<file path="config.mk">
export PLATFORM = sky130hd
export DESIGN_NAME = argmax_stream
export DESIGN_NICKNAME = d
export VERILOG_FILES = /design/src/rtl/argmax_stream.sv
export SDC_FILE = /design/constraint.sdc
export NUM_CORES = 1
export LEC_CHECK = 0
export ABC_AREA = 1
export BUFFER_PORTS_ARGS = -buffer_cell sky130_fd_sc_hd__clkbuf_2
export CAP_MARGIN = 15
export CORE_ASPECT_RATIO = 1.25
export CORE_MARGIN = 4
export CORE_UTILIZATION = 45
export CTS_BUF_LIST = sky130_fd_sc_hd__clkbuf_8
export CTS_CLUSTER_SIZE = 12
export DETAILED_ROUTE_END_ITERATION = 10
export PLACE_DENSITY_LB_ADDON = 0.15
export SLEW_MARGIN = 30
export SYNTH_ARGS = -nofsm -noshare
export SYNTH_HDL_FRONTEND = slang
export SYNTH_SLANG_ARGS = --single-unit
export TNS_END_PERCENT = 30
</file>
<file path="constraint.sdc">
create_clock -name clk -period 9.14 [get_ports clk]
set_input_delay 0 -clock clk [delete_from_list [all_inputs] [get_ports clk]]
set_output_delay 0 -clock clk [all_outputs]
set_load 0.02 [all_outputs]
</file>
<file path="src/rtl/argmax_stream.sv">
// Streaming argmax over fixed-length score frames: tracks the best and runner-up
// score per frame and holds the registered result until downstream consumes it.
module argmax_stream #(
  parameter int INPUT_BITS = 12,
  parameter int NUM_CLASS  = 10,
  parameter int SIGNED_IN  = 1,
  localparam int IDX_BITS  = ($clog2(NUM_CLASS) > 1) ? $clog2(NUM_CLASS) : 1
) (
  input  logic                  clk,
  input  logic                  rst,
  input  logic                  clear,
  input  logic                  valid_in,
  output logic                  ready_in,
  input  logic [INPUT_BITS-1:0] in_data,
  output logic                  valid_out,
  input  logic                  ready_out,
  output logic [IDX_BITS-1:0]   decision,
  output logic [INPUT_BITS-1:0] max_value,
  output logic [IDX_BITS-1:0]   second_idx,
  output logic [INPUT_BITS:0]   margin,
  output logic [0:0]            dbg_state
);

  // Handshake: a score transfers on a rising edge with valid_in && ready_in;
  // a result transfers on a rising edge with valid_out && ready_out.
  localparam logic [0:0] ST_ACCUM = 1'b0;
  localparam logic [0:0] ST_HOLD  = 1'b1;

  logic [0:0]            st_q, st_d;
  logic [IDX_BITS-1:0]   cnt_q, cnt_d;
  logic [INPUT_BITS-1:0] best_q, best_d;
  logic [IDX_BITS-1:0]   best_idx_q, best_idx_d;
  logic [INPUT_BITS-1:0] run_q, run_d;
  logic [IDX_BITS-1:0]   run_idx_q, run_idx_d;
  logic                  run_vld_q, run_vld_d;
  logic [IDX_BITS-1:0]   decision_q, decision_d;
  logic [INPUT_BITS-1:0] max_value_q, max_value_d;
  logic [IDX_BITS-1:0]   second_idx_q, second_idx_d;
  logic [INPUT_BITS:0]   margin_q, margin_d;
  logic                  accept;
  logic                  last;

  function automatic logic gt(input logic [INPUT_BITS-1:0] a,
                              input logic [INPUT_BITS-1:0] b);
    if (SIGNED_IN != 0) return $signed(a) > $signed(b);
    else                return a > b;
  endfunction

  function automatic logic [INPUT_BITS:0] ext(input logic [INPUT_BITS-1:0] a);
    if (SIGNED_IN != 0) return {a[INPUT_BITS-1], a};
    else                return {1'b0, a};
  endfunction

  assign ready_in   = (st_q == ST_ACCUM);
  assign valid_out  = (st_q == ST_HOLD);
  assign decision   = decision_q;
  assign max_value  = max_value_q;
  assign second_idx = second_idx_q;
  assign margin     = margin_q;
  assign dbg_state  = st_q;

  assign accept = valid_in && ready_in;
  assign last   = (cnt_q == IDX_BITS'(NUM_CLASS - 1));

  always_comb begin
    st_d         = st_q;
    cnt_d        = cnt_q;
    best_d       = best_q;
    best_idx_d   = best_idx_q;
    run_d        = run_q;
    run_idx_d    = run_idx_q;
    run_vld_d    = run_vld_q;
    decision_d   = decision_q;
    max_value_d  = max_value_q;
    second_idx_d = second_idx_q;
    margin_d     = margin_q;

    if (accept && !clear) begin
      if (cnt_q == '0) begin
        best_d     = in_data;
        best_idx_d = '0;
        run_vld_d  = 1'b0;
      end else if (gt(in_data, best_q)) begin
        run_d      = best_q;
        run_idx_d  = best_idx_q;
        run_vld_d  = 1'b1;
        best_d     = in_data;
        best_idx_d = cnt_q;
      end else if (!run_vld_q || gt(in_data, run_q)) begin
        run_d     = in_data;
        run_idx_d = cnt_q;
        run_vld_d = 1'b1;
      end

      // The final sample of the frame is folded in before the result loads.
      if (last) begin
        cnt_d        = '0;
        st_d         = ST_HOLD;
        decision_d   = best_idx_d;
        max_value_d  = best_d;
        second_idx_d = run_idx_d;
        margin_d     = ext(best_d) - ext(run_d);
      end else begin
        cnt_d = cnt_q + IDX_BITS'(1);
      end
    end

    if (st_q == ST_HOLD && ready_out) st_d = ST_ACCUM;

    if (clear) begin
      cnt_d     = '0;
      st_d      = ST_ACCUM;
      run_vld_d = 1'b0;
    end
  end

  always_ff @(posedge clk or posedge rst) begin
    if (rst) begin
      st_q         <= ST_ACCUM;
      cnt_q        <= '0;
      best_q       <= '0;
      best_idx_q   <= '0;
      run_q        <= '0;
      run_idx_q    <= '0;
      run_vld_q    <= 1'b0;
      decision_q   <= '0;
      max_value_q  <= '0;
      second_idx_q <= '0;
      margin_q     <= '0;
    end else begin
      st_q         <= st_d;
      cnt_q        <= cnt_d;
      best_q       <= best_d;
      best_idx_q   <= best_idx_d;
      run_q        <= run_d;
      run_idx_q    <= run_idx_d;
      run_vld_q    <= run_vld_d;
      decision_q   <= decision_d;
      max_value_q  <= max_value_d;
      second_idx_q <= second_idx_d;
      margin_q     <= margin_d;
    end
  end

endmodule
</file>
After elaboration in Yosys (flattened, before gate mapping)
Index checks and enable logic that the tools add are counted. W data, S select, Z words.

Bits in registers: 71. Output and inout bits: 36. Word-level logic and storage cells: 62.

Add/sub/neg operators: 2. Order comparisons: 2. Equal/unequal tests: 1. Multiplexer cells: 31. Bitwise operators: 1. Reductions and logical operators: 14.

Operator list (number): $mux W12 (5); $mux W13 (4); $mux W4 (8); $gt A12 B12 Y1 (2); $mux W1 (14); $sub A13 B13 Y13 (1); $reduce_and A2 Y1 (3); $reduce_bool A3 Y1 (2); $add A4 B1 Y4 const B (1); $eq A4 B4 Y1 const B (1); $logic_not A4 Y1 (1); $reduce_bool A4 Y1 (1); $logic_and A1 B1 Y1 (3); $logic_not A1 Y1 (2); $reduce_bool A2 Y1 (1); $logic_or A1 B1 Y1 (1); $not A1 Y1 (1).

Longest topological paths before layout
Word-level depth: 14. Gate-level depth with buffers: 29. Depth with buffers taken out: 28.

Worst setup path after synthesis
OpenSTA, ideal clock, no wires.

Path type: register to register. From: register best_q[9]. To: register margin_q[10] (netlist: margin[10]). Setup time: 135 ps. Arrival time: 3087 ps. Path slack: 5918 ps. Stages on the path, launching flop included: 22. Path buffers: 1. Period minus slack after synthesis: 3222 ps. Path through: dfrtp_1 inv_1 ha_1 a21oi_1 nor2_1 nor2_1 nand3_1 nand2_1 nand2_2 nand2_4 nand2_8 buf_8 o21ai_2 ha_1 inv_1 fa_1 a31oi_1 inv_1 a21o_1 a21oi_1 xor2_1 o21ai_0.

Longest elaborated chain between the ends: 8. Elaborated cells on any way between the ends: 12. Classes of those cells: add/sub (1); order compare (1); mux (10).

RTL lines: start, declared (RTL line 31) `logic [INPUT_BITS-1:0] best_q, best_d;`; start signal, assigned (RTL line 133) `best_q <= best_d;`; $gt A12 B12 Y1 (RTL line 45) `if (SIGNED_IN != 0) return $signed(a) > $signed(b);`; $mux W1 (RTL line 79) `if (cnt_q == '0) begin`; $mux W1 (RTL line 78) `if (accept && !clear) begin`; $mux W12 (RTL line 83) `end else if (gt(in_data, best_q)) begin`; $mux W12 (RTL line 79); $mux W13 (RTL line 96) `if (last) begin`; $mux W13 (RTL line 78); $sub A13 B13 Y13 * (RTL line 102) `margin_d = ext(best_d) - ext(run_d);`; end signal, assigned (RTL line 141) `margin_q <= margin_d;`; end, declared (RTL line 39) `logic [INPUT_BITS:0] margin_q, margin_d;`.

Mark *: on every way between the ends. The rest lies on a longest branch, timed or not. The select of a mux whose other input is x is not followed. A chain may end at the register's enable or synchronous reset.

Worst setup path in the final report
From: register best_q[11]. To: register margin_q[10] (netlist: margin[10]).

Longest elaborated chain between the ends: 8. Elaborated cells on any way between the ends: 12. Classes of those cells: add/sub (1); order compare (1); mux (10).

RTL lines (RTL line): $gt A12 B12 Y1 * (45); $mux W1 * (79); $mux W1 * (78); $mux W12 (83); $mux W12 (79); $mux W13 (96); $mux W13 (78); $sub A13 B13 Y13 * (102).

Marks and branches as above.

==> out/results.ini <==
[die]
row_count=42
die_h_um=125
io_pins=53
core_area_sq_um=10600
die_w_um=101
start_util_pct=46.2
dieArea_sq_um=12600

[yosys]
synth_edf_count=0
ys_seq_elements=71
synth.area.top_cells=dfrtp_1 36%, nand2_1 20%, ha_1 9.9%, inv_1 7.3%, o21ai_0 4.4%
synth_area_leader_cell=dfrtp_1
synth_warnings=0
synth_top_area_share_pct=36.2
syn_inst=689
netlist_area_sq_um=4910
yosysSeqAreaShare_pct=36.2
avgSynthCellArea_sq_um=7.12
syn-num-nets=746
synth_flop_cell=dfrtp_1
synth_most_common_cell=nand2_1
ys_types=40
synth_commonest_cells=265 x nand2_1, 95 x inv_1, 71 x dfrtp_1
synthArstFlopShare_pct=100

[clock_network]
clkTransAtPathRegs_ns=0.08
cts_root_buf=clkbuf_8
clock_path_buffers=2
clkLatencyLatePin_ns=0.36
cts_resized=0
cts_tree=built
cts_buffers=9
htree_levels=3
cts_num_sinks=71

[flow_run]
cap_violations=0

[power]
p_leak_nw=3.00
switching_power_mw=0.877
power_mw=1.76
ir_drop_uv=148
seqPwrFrac_pct=24.0
switching_share_pct=49.8
combinationalPowerShare_pct=60.1
pwr-share-clk_pct=15.8
p_int_mw=0.885
p_per_area_nw_per_um2=324

[final_layout]
ff_latch_area_sq_um=1780
design_area_sq_um=5440
fin_nets=789
area_growth_pct=10.9
drive_above_1_share_pct=14.0
multiInputGateArea_sq_um=2610
fill_cells=1057
antenna_cells=0

[timing]
worst_pin_slew_ns=0.777
max_freq_ghz=0.239
slew_headroom_pct=48.2
setup-tns-final_ns=0
grt_setup_unrepaired=no
postLayoutSetupSlackWorst_ns=4.95
slew_violations=0
timing.final.crit_share_pct=45.8
hold_viol=0
fin_hold_ws_ns=0.0245
layout_min_cycle_time_ns=4.19
setup_violations=0
clock_skew_ns=0.0103

[global_route]
grt_usage_pct=21.9
grt_pass1_vias=4540
grt-ovfl-total=0
grt_max_degree=72
antenna_found_initial=0
grt_pass1_wl_um=22100

[setup_path]
worstPathArrival_ns=4.40
path_max_fanout=26
crit_path_end_kind=register
critPathKind=register to register
startpoint_type=register
worstPathRequired_ns=9.36

[detailed_routing]
vias=4514
drt.antenna.violating_nets=0
wire_per_inst_um=14.9
drt_iter0_markers=203
drcViolationCount=0
vias_per_cell=5.20
wirelength_um=12900
dr.pass1.iters=5

[min_path]
hold_path_class=input port to register

[placed_design]
placed_area_sq_um=5200
hpwl_um=9440
pre_cts_slack_ns=5.01
numPortBuffers=52
gp_congestion=0.896

[outcome]
outcome=finished clean

cells in the final DEF, fill, tap and decap left out, types with 4 or more instances in the layout:
master | netlist | routed
inv_1 | 95 | 93
o21ai_0 | 43 | 43
a21oi_1 | 18 | 18
clkbuf_8 | 0 | 9
nand4_1 | 10 | 10
nor2_1 | 23 | 23
o21ai_2 | 15 | 15
dfrtp_1 | 71 | 71
a31oi_1 | 6 | 6
o21ai_1 | 5 | 5
xnor2_1 | 4 | 4
nand3_1 | 35 | 35
nand2_1 | 265 | 265
ha_1 | 39 | 39
inv_2 | 3 | 5
clkbuf_2 | 1 | 52
nand3b_1 | 4 | 4
critical path, stage by stage (launching register included):
cell and delay (ns):
dfrtp_1 0.35, inv_1 0.08, ha_1 0.34, nand4_1 0.15, nor2_2 0.15, nand2_1 0.10
nand4_1 0.10, nand2_2 0.08, nand2_4 0.27, nand2_8 0.22, inv_2 0.29, nand3_1 0.11
nand2_1 0.12, ha_1 0.19, inv_1 0.07, fa_1 0.41, a31oi_1 0.26, inv_1 0.09
a21o_1 0.19, a21oi_1 0.22, xor2_1 0.18, o21ai_0 0.09
through the flow:
step	std cells	utilization, %
2_1_floorplan	689	-
6_report	868	51.2
3_3_place_gp	850	49.0
5_1_grt	868	51.2
3_5_place_dp	850	49.0
4_1_cts	868	51.2
sequential cells by signal, indices dropped and copies added (netlist names), 4 cells and up:
register,flops
run_idx_q,4
decision,4
second_idx,4
cnt_q,4
best_q,12
max_value,12
run_q,12
best_idx_q,4
margin,13
path summary, 6_finish.rpt:
check | start | to | slack (ns) | cells after the start
worst max-delay path | best_q[11] | margin[10] | 4.95 | 21
worst min register to register | second_idx[2] | second_idx[2] | 0.48 | 2
max in group asynchronous | rst | best_q[11] | 8.32 | 4
worst min-delay path | clear | run_vld_q | 0.02 | 4
worst max register to register | best_q[11] | margin[10] | 4.95 | 21
min in group asynchronous | rst | decision[3] | 0.32 | 4
cells by family (layout without fill, tap and decap cells):
logic type,Yosys count,count (layout),synth area share (%)
AO/OA/AOI/OAI,98,98,11.9
AND/OR/NAND/NOR,351,351,30.0
XOR/XNOR,5,5,0.893
buffers and inverters,124,171,10.6
flip-flops,71,71,36.2
adder cells (fa/ha/maj),40,40,10.4
per-layer routing:
| metal | up-vias | track usage [%] | share of wire (%) |
|---|---|---|---|
| met3 | 24 | 2.91 | 4.4 |
| li1 | 2262 | - | - |
| met1 | 2105 | 27.2 | 42 |
| met2 | 123 | 37.4 | 50 |
| met5 | - | 0 | 0 |
| met4 | 0 | 9.55 | 2.8 |
area by class of cell:
type	count	share of cell area, %
clock buffers	9	2.28
clock inverters	6	1.59
inverters	99	6.83
multi-input cells	494	47.9
flip-flops and latches	71	32.7
well taps	132	3.04
repair buffers	57	5.68
power by group through the flow:
stage / Clock (mW) / Sequential, mW / Combinational, mW
after floorplan: 0 / 0.414 / 0.835
after global placement: 0 / 0.426 / 1.04
after detailed placement: 0 / 0.428 / 1.05
after CTS: 0.283 / 0.423 / 1.06
after global routing: 0.296 / 0.432 / 1.21
final: 0.279 / 0.424 / 1.06
timing repair:
action,in CTS,in global routing
endpoints found under the hold margin,72,0
buffers inserted,0,0
hold buffers,3,0
Note: power is estimated with default switching activity, not from simulation.
